## src/rtl/lsu_seq.sv

```systemverilog
// Byte-serial load/store sequencer: moves 1, 2 or 4 bytes big-endian between the
// cpu datapath and a byte-wide memory with separate read and write addresses.
module lsu_seq #(
   parameter int addr_width   = 9,
   parameter int read_latency = 2
) (
   input  logic                  clk,
   input  logic                  reset,
   input  logic                  req,
   input  logic                  write,
   input  logic [1:0]            size,
   input  logic                  sign,
   input  logic [addr_width-1:0] addr,
   input  logic [31:0]           wdata,
   output logic [31:0]           rdata,
   output logic                  busy,
   output logic                  done,
   output logic                  err,
   output logic [addr_width-1:0] mem_raddr,
   input  logic [7:0]            mem_data_out,
   output logic [addr_width-1:0] mem_waddr,
   output logic [7:0]            mem_data_in,
   output logic                  mem_write
);

   // Handshake: a request is taken on any edge with req=1 and busy=0 (including
   // the done cycle); done is a one-cycle pulse, err accompanies it for size=3.
   typedef enum logic [1:0] {IDLE, READ, WSETUP, WSTROBE} state_t;

   localparam logic [1:0] lat_init = 2'(read_latency - 1);

   state_t                state_q, state_d;
   logic                  busy_q, busy_d;
   logic                  done_q, done_d;
   logic                  err_q, err_d;
   logic                  mem_write_q, mem_write_d;
   logic [31:0]           rdata_q, rdata_d;
   logic [addr_width-1:0] mem_raddr_q, mem_raddr_d;
   logic [addr_width-1:0] mem_waddr_q, mem_waddr_d;
   logic [7:0]            mem_data_in_q, mem_data_in_d;
   logic [addr_width-1:0] base_q, base_d;
   logic [1:0]            size_q, size_d;
   logic                  sign_q, sign_d;
   logic [1:0]            k_q, k_d;
   logic [1:0]            lat_q, lat_d;
   logic [31:0]           sh_q, sh_d;

   logic [1:0]            k_next;
   logic [addr_width-1:0] addr_next;
   logic                  last;
   logic [31:0]           assembled;
   logic [31:0]           aligned;

   function automatic logic [1:0] last_index(input logic [1:0] sz);
      case (sz)
         2'd0:    last_index = 2'd0;
         2'd1:    last_index = 2'd1;
         default: last_index = 2'd3;
      endcase
   endfunction

   function automatic logic [31:0] extend(input logic [31:0] a, input logic [1:0] sz,
                                          input logic sgn);
      case (sz)
         2'd0:    extend = sgn ? {{24{a[7]}}, a[7:0]} : {24'h0, a[7:0]};
         2'd1:    extend = sgn ? {{16{a[15]}}, a[15:0]} : {16'h0, a[15:0]};
         default: extend = a;
      endcase
   endfunction

   always_comb begin
      state_d       = state_q;
      busy_d        = busy_q;
      done_d        = 1'b0;
      err_d         = 1'b0;
      mem_write_d   = mem_write_q;
      rdata_d       = rdata_q;
      mem_raddr_d   = mem_raddr_q;
      mem_waddr_d   = mem_waddr_q;
      mem_data_in_d = mem_data_in_q;
      base_d        = base_q;
      size_d        = size_q;
      sign_d        = sign_q;
      k_d           = k_q;
      lat_d         = lat_q;
      sh_d          = sh_q;

      k_next    = k_q + 2'd1;
      addr_next = base_q + addr_width'(k_next);
      last      = (k_q == last_index(size_q));
      assembled = {sh_q[23:0], mem_data_out};

      // Store data is left-justified so the first byte out is always sh[31:24].
      case (size)
         2'd0:    aligned = {wdata[7:0], 24'h0};
         2'd1:    aligned = {wdata[15:0], 16'h0};
         default: aligned = wdata;
      endcase

      case (state_q)
         IDLE: begin
            if (req) begin
               base_d = addr;
               size_d = size;
               sign_d = sign;
               k_d    = 2'd0;
               if (size == 2'd3) begin
                  done_d = 1'b1;
                  err_d  = 1'b1;
               end else if (write) begin
                  mem_waddr_d   = addr;
                  mem_data_in_d = aligned[31:24];
                  sh_d          = {aligned[23:0], 8'h0};
                  mem_write_d   = 1'b0;
                  busy_d        = 1'b1;
                  state_d       = WSETUP;
               end else begin
                  mem_raddr_d = addr;
                  lat_d       = lat_init;
                  sh_d        = 32'h0;
                  busy_d      = 1'b1;
                  state_d     = READ;
               end
            end
         end
         READ: begin
            if (lat_q == 2'd0) begin
               sh_d = assembled;
               if (last) begin
                  rdata_d = extend(assembled, size_q, sign_q);
                  done_d  = 1'b1;
                  busy_d  = 1'b0;
                  state_d = IDLE;
               end else begin
                  k_d         = k_next;
                  mem_raddr_d = addr_next;
                  lat_d       = lat_init;
               end
            end else begin
               lat_d = lat_q - 2'd1;
            end
         end
         WSETUP: begin
            mem_write_d = 1'b1;
            state_d     = WSTROBE;
         end
         WSTROBE: begin
            mem_write_d = 1'b0;
            if (last) begin
               done_d  = 1'b1;
               busy_d  = 1'b0;
               state_d = IDLE;
            end else begin
               k_d           = k_next;
               mem_waddr_d   = addr_next;
               mem_data_in_d = sh_q[31:24];
               sh_d          = {sh_q[23:0], 8'h0};
               state_d       = WSETUP;
            end
         end
         default: state_d = IDLE;
      endcase
   end

   always_ff @(posedge clk) begin
      if (reset) begin
         state_q       <= IDLE;
         busy_q        <= 1'b0;
         done_q        <= 1'b0;
         err_q         <= 1'b0;
         mem_write_q   <= 1'b0;
         rdata_q       <= 32'h0;
         mem_raddr_q   <= '0;
         mem_waddr_q   <= '0;
         mem_data_in_q <= 8'h0;
         base_q        <= '0;
         size_q        <= 2'd0;
         sign_q        <= 1'b0;
         k_q           <= 2'd0;
         lat_q         <= 2'd0;
         sh_q          <= 32'h0;
      end else begin
         state_q       <= state_d;
         busy_q        <= busy_d;
         done_q        <= done_d;
         err_q         <= err_d;
         mem_write_q   <= mem_write_d;
         rdata_q       <= rdata_d;
         mem_raddr_q   <= mem_raddr_d;
         mem_waddr_q   <= mem_waddr_d;
         mem_data_in_q <= mem_data_in_d;
         base_q        <= base_d;
         size_q        <= size_d;
         sign_q        <= sign_d;
         k_q           <= k_d;
         lat_q         <= lat_d;
         sh_q          <= sh_d;
      end
   end

   assign rdata       = rdata_q;
   assign busy        = busy_q;
   assign done        = done_q;
   assign err         = err_q;
   assign mem_raddr   = mem_raddr_q;
   assign mem_waddr   = mem_waddr_q;
   assign mem_data_in = mem_data_in_q;
   assign mem_write   = mem_write_q;

endmodule

```

## config.mk

```make
export PLATFORM = sky130hd
export DESIGN_NAME = lsu_seq
export DESIGN_NICKNAME = d
export VERILOG_FILES = /design/src/rtl/lsu_seq.sv
export SDC_FILE = /design/constraint.sdc
export NUM_CORES = 1
export LEC_CHECK = 0
export ABC_AREA = 1
export BUFFER_PORTS_ARGS = -buffer_cell sky130_fd_sc_hd__buf_2
export CAP_MARGIN = 30
export CORE_MARGIN = 2
export CORE_UTILIZATION = 48
export CTS_CLUSTER_DIAMETER = 60
export DETAILED_ROUTE_END_ITERATION = 8
export HOLD_SLACK_MARGIN = 0.1
export PLACE_DENSITY = 0.71
export SYNTH_ARGS = -nofsm -noshare
export SYNTH_HDL_FRONTEND = slang
export SYNTH_SLANG_ARGS = --single-unit
```

## constraint.sdc

```tcl
create_clock -name clk -period 3.7 [get_ports clk]
set_input_delay 0.185 -clock clk [delete_from_list [all_inputs] [get_ports clk]]
set_output_delay 0.185 -clock clk [all_outputs]
set_load 0.02 [all_outputs]
```

* Word level (Yosys, flattened, before mapping)
Cells that the tools add are included.
** Storage, ports and cells
- Register bits after elaboration :: 112
- Input port bits :: 56
- Output and inout port bits :: 62
- Logic and storage cells :: 111
** Operators by class
- Add/subtract/negate cells :: 3
- Equality and inequality tests :: 16
- Mux-type cells :: 57
- Bitwise logic cells :: 1
- Reductions and logical operators :: 19
** Operator list (number)
- $mux 32 :: 7
- $pmux 32 s2 :: 2
- $pmux 32 s3 :: 1
- $mux 9 :: 8
- $pmux 9 s2 :: 2
- $mux 8 :: 4
- $mux 2 :: 14
- $ne 2x2->1 const B :: 8
- $pmux 8 s2 :: 1
- $reduce_and 5->1 :: 3
- $reduce_and 4->1 :: 3
- $mux 1 :: 11
- $add 9x2->9 :: 1
- $pmux 1 s3 :: 3
- $logic_not 2->1 :: 4
- $pmux 2 s2 :: 2
- $pmux 2 s4 :: 1
- $eq 2x1->1 const B :: 3
- $eq 2x2->1 const B :: 3
- $pmux 2 s3 :: 1
- $reduce_and 3->1 :: 2
- $reduce_and 6->1 :: 1
- $reduce_bool 3->1 :: 2
- $reduce_bool 2->1 :: 2
- 7 further kinds :: 7

* Longest topological paths before layout
- Word-level depth :: 6
- Depth in mapped cells :: 12
- Depth with buffers taken out :: 12

* Worst setup path after synthesis
Ideal clock, no wire load.
- Kind :: register -> register
- From :: register k_q[1]
- To :: register mem_waddr_q[4] (netlist: mem_waddr[4])
- Setup time :: 113 ps
- Arrival :: 1556 ps
- Data required time :: 3587 ps
- Setup slack :: 2031 ps
- Cell stages (with the launch flop) :: 12
- Path buffers :: 0
- Clock period less this slack :: 1669 ps
- Path through :: dfxtp_1 xnor2_1 inv_1 fa_1 nand2_1 inv_1 nand3_1 nand2_1 nand2_1 nand2_1 nor2_1 nor2_1
** On the way
- Longest elaborated chain between the ends :: 4
- Elaborated cells between the ends (all ways) :: 7
- Those cells by class :: add/sub (2); eq/ne (2); mux (2); reduce/logical (1)
** RTL lines
- start, declared :: RTL line 44 : logic [1:0] k_q, k_d;
- start signal, assigned :: RTL line 195 : k_q <= k_d;
- $add 2x1->2 :: RTL line 88 : k_next = k_q + 2'd1;
- $add 9x2->9 :: RTL line 89 : addr_next = base_q + addr_width'(k_next);
- $mux 9 :: RTL line 149 : if (last) begin
- $pmux 9 s2 :: RTL line 100 : case (state_q)
- end signal, assigned :: RTL line 190 : mem_waddr_q <= mem_waddr_d;
- end, declared :: RTL line 39 : logic [addr_width-1:0] mem_waddr_q, mem_waddr_d;
Parallel ways exist; a longest one is shown, timed or not. The select of a mux whose other input is x is not followed.
A chain may end at the register's enable or synchronous reset.

* Worst setup path after layout
- From :: register state_q[1]
- To :: register sh_q[11]
** On the way
- Longest elaborated chain between the ends :: 3
- Elaborated cells between the ends (all ways) :: 10
- Those cells by class :: eq/ne (6); mux (1); reduce/logical (3)
** RTL lines
- start, declared :: RTL line 32 : state_t state_q, state_d;
- start signal, assigned :: RTL line 183 : state_q <= state_d;
- $eq 2x2->1 (tied with other cells) :: RTL line 100
- $ne 2x2->1 (no line) / $reduce_bool 3->1 (equally long branches)
- $reduce_and 5->1 (no line)
- end signal, assigned :: RTL line 181 : sh_q <= 32'h0;
- end signal, assigned :: RTL line 197 : sh_q <= sh_d;
- end, declared :: RTL line 46 : logic [31:0] sh_q, sh_d;
Parallel ways exist; a longest one is shown, timed or not.

==> summary.txt <==
Global route
  – Largest net degree at the start of global routing: 49
  – Total gr overflow: 0
  – First-pass GRT wire length: 25.3 mm
  – Initial antenna violation count: 0
  – GRT Overall Usage: about a quarter
  – Vias in the first global route: around 5,200

STA
  – Setup violators final: 0
  – RSZ-0062 raised after global routing: false
  – Max Freq: approximately 0.42 GHz
  – Period minus WS final: ~2400 ps
  – Final hold violation count: 0
  – Slew margin rel.: 55.2%
  – TNS Setup: 0 ps
  – Worst Skew: roughly 7.2 ps
  – Worst-margin pin slew: 669 ps
  – Max-slew violation count: 0
  – Post-route setup slack: ~1300 ps
  – Final Cycle Share: between 60% and 70%

Route
  – Wire per inst: roughly 13 um
  – DRC: 0
  – Routed vias/inst: 5.13
  – Final wirelength: approximately 15 mm
  – Routed vias: around 5,900
  – Detail Route Antenna Nets: 0
  – DR pass1 iterations: 5
  – DR iter-0 viols: 495

Die
  – Die X: between 100 and 150 um
  – Core ar.: 11,900 um^2
  – Die Ht: ~110 um
  – Die area: 12,900 um^2
  – I/O Pins: ~120
  – Core Rows: 40
  – Starting Density: between 40% and 50%

Clocking
  – H-tree levels: 3
  – Post-CTS Setup Inserts: 0
  – Clk sinks: roughly 110
  – Clk pin slew, worst setup/hold paths: 80 ps
  – CTS root buffer: clkbuf_16
  – Clock network latency to the later pin of the worst-skew pair: about 360 ps
  – CTS tree: done
  – CTS Buffer Depth: 2
  – CTS buffer count: 9

Setup path
  – Crit-path cells: nand2_2, inv_2, nand3_2, buf_4, a21oi_1, nor2_1
  – Critical Path RT: between 3000 and 4000 ps
  – CP delay by family, top: simple AND/OR/NAND/NOR gates
  – Arrival time of the worst setup path: 2640 ps
  – Crit path launch type: flip-flop
  – Max Fanout on Critical Path: 40
  – Slowest-stage cell, CP: dfxtp_1
  – CP endpoint kind: flip-flop
  – CP Class: flip-flop to flip-flop
  – Worst path bufs/invs: 2
  – Max stage delay on crit path: approximately 530 ps

Power
  – Clock share of power: between 20% and 30%
  – Sw power: approximately 1.3 mW
  – Worst VDD drop: 0.000197 V
  – Reg power frac: between 40% and 50%
  – Total internal power: 2.19 mW
  – Comb pwr share: between 20 and 30%
  – Power per cell area: about 510 nW/um^2
  – Sw frac: between 30 and 40%
  – Tot Pwr: roughly 3.4 mW
  – Pleak: about 3.5 nW

Logic synthesis
  – Sequential fraction of the synthesis area: 38.9%
  – Cells after Synth: 900
  – Cell accounting for the most synthesized area: dfxtp_1
  – Post-synth net total: 959
  – Synth unique cells: 33
  – Syn Area/Cell: between 6 and 7 um^2
  – Netlist Area Pre-Place: approximately 5800 um^2
  – Top cell type's share of synthesized area: approximately two fifths
  – Dominant cells by area after synthesis: dfxtp_1 (39%), nand2_1 (17%), nor2_1 (9.2%)
  – Ys Warns: 0
  – Synthesis-stage register bit count: 112

Job
  – Max Cap Viol: 0

Final layout
  – Fillcell total: between 1,000 and 1,500
  – Final nets: around 1,100
  – Final Util: between 50% and 60%
  – Share of layout cells above drive strength 1: 16.8%
  – Area grow syn2layout: 17.5%
  – Number of diodes: 0

Placed design
  – Buffers on Ports: roughly 120
  – Place WS: between 1000 and 1500 ps
  – DP HPWL: ~11 mm
  – GPL Wtd Cong: around 0.9

Min path
  – HP Class: primary input to flip-flop

Status
  – Outcome: completed
-- worst reg2reg max path, stage by stage, from the launching register on --
cell	delay, ps
dfxtp_1	530
nand2_2	350
inv_2	320
nand3_2	410
buf_4	410
a21oi_1	210
nor2_1	60
-- layout by cell type, fill, tap and decap left out, drive strengths merged --
master and instances:
nand2 260, nor2 148, buf 127, dfxtp 112
nand3 85, a21oi 73, inv 63, o21ai 60
nor3 16, dlygate4sd3 11, clkbuf 9, a21boi 8
nand3b 7, clkinv 5, o21a 4, xnor2 3
nand4 2, a31oi 2, ha 2, fa 1
clkinvlp 1
-- power by group through the flow --
stage          combinational [mW]  clock [mW]  sequential (mW)
3_3_place_gp                0.981           0             1.52
6_report                    0.999       0.951             1.50
5_1_grt                      1.15        1.02             1.52
2_1_floorplan               0.660           0             1.58
3_5_place_dp                0.987           0             1.52
4_1_cts                      1.00       0.970             1.50
-- synthesized netlist by cell type, drive strengths merged --
cell / number
buf: 21
a21boi: 8
nand3b: 7
o21a: 4
fa: 1
nand4: 2
o21ai: 60
nor2: 148
a31oi: 2
nor3: 16
a21oi: 73
xnor2: 3
dfxtp: 112
inv: 61
clkbuf: 34
clkinv: 1
ha: 2
nand3: 85
nand2: 260
-- path summary, 6_finish.rpt --
path              start   endpoint  slack (ps)  cells past startpoint
min reg2reg   rdata[10]  rdata[10]         460                      2
max          state_q[1]   sh_q[11]        1320                      6
min             addr[1]  base_q[1]         110                      3
max reg2reg  state_q[1]   sh_q[11]        1320                      6
-- metrics by stage --
step / cells / hold slack (ps) / cell area [um^2]
2_1_floorplan: 900 / 320 / 5760
3_3_place_gp: 1119 / 443 / 6370
3_5_place_dp: 1119 / 452 / 6370
4_1_cts: 1146 / 104 / 6770
5_1_grt: 1146 / 128 / 6770
6_report: 1146 / 107 / 6770
-- logic make-up (layout without fill, tap and decap cells) --
kind of cell,Yosys count,after routing,synth area share (%)
AOI/OAI and AO/OA,147,147,13.5
xor gates and xnor gates,3,3,0.586
adders and majority gates,3,3,0.782
buffers and inverters,117,216,8.29
DFF,112,112,38.9
and+or+nand+nor,518,518,38.0
-- sequential cells by signal (all words and copies together), names as in the netlist, 8 cells and up --
register,cells
rdata,32
sh_q,32
base_q,9
mem_raddr,9
mem_waddr,9
mem_data_in,8
-- timing repair --
| action | CTS | global route |
|---|---|---|
| resized for setup | 0 | 0 |
| hold buffers | 11 | 0 |
| hold endpoints to repair | 11 | 0 |
-- layer usage --
layer	global-route usage, %	part of all wire, %	vias up	wire (um)
met4	7.64	1.5	0	226
met1	34.3	48	2608	7350
met2	38.5	45	189	6900
li1	-	-	3069	-
met3	3.40	5.9	17	907
met5	0	0	-	0
-- area by class of cell --
class,count,area [um^2],share of cell area [%]
clock inverter,7,66.3,0.979
multi-input combinational,671,3050,45.0
clock buffer,9,225,3.33
sequential,112,2240,33.1
tap,147,184,2.72
timing repair buffer,138,771,11.4
inverter,62,235,3.47
No activity file was read; power rests on OpenSTA's default activity.
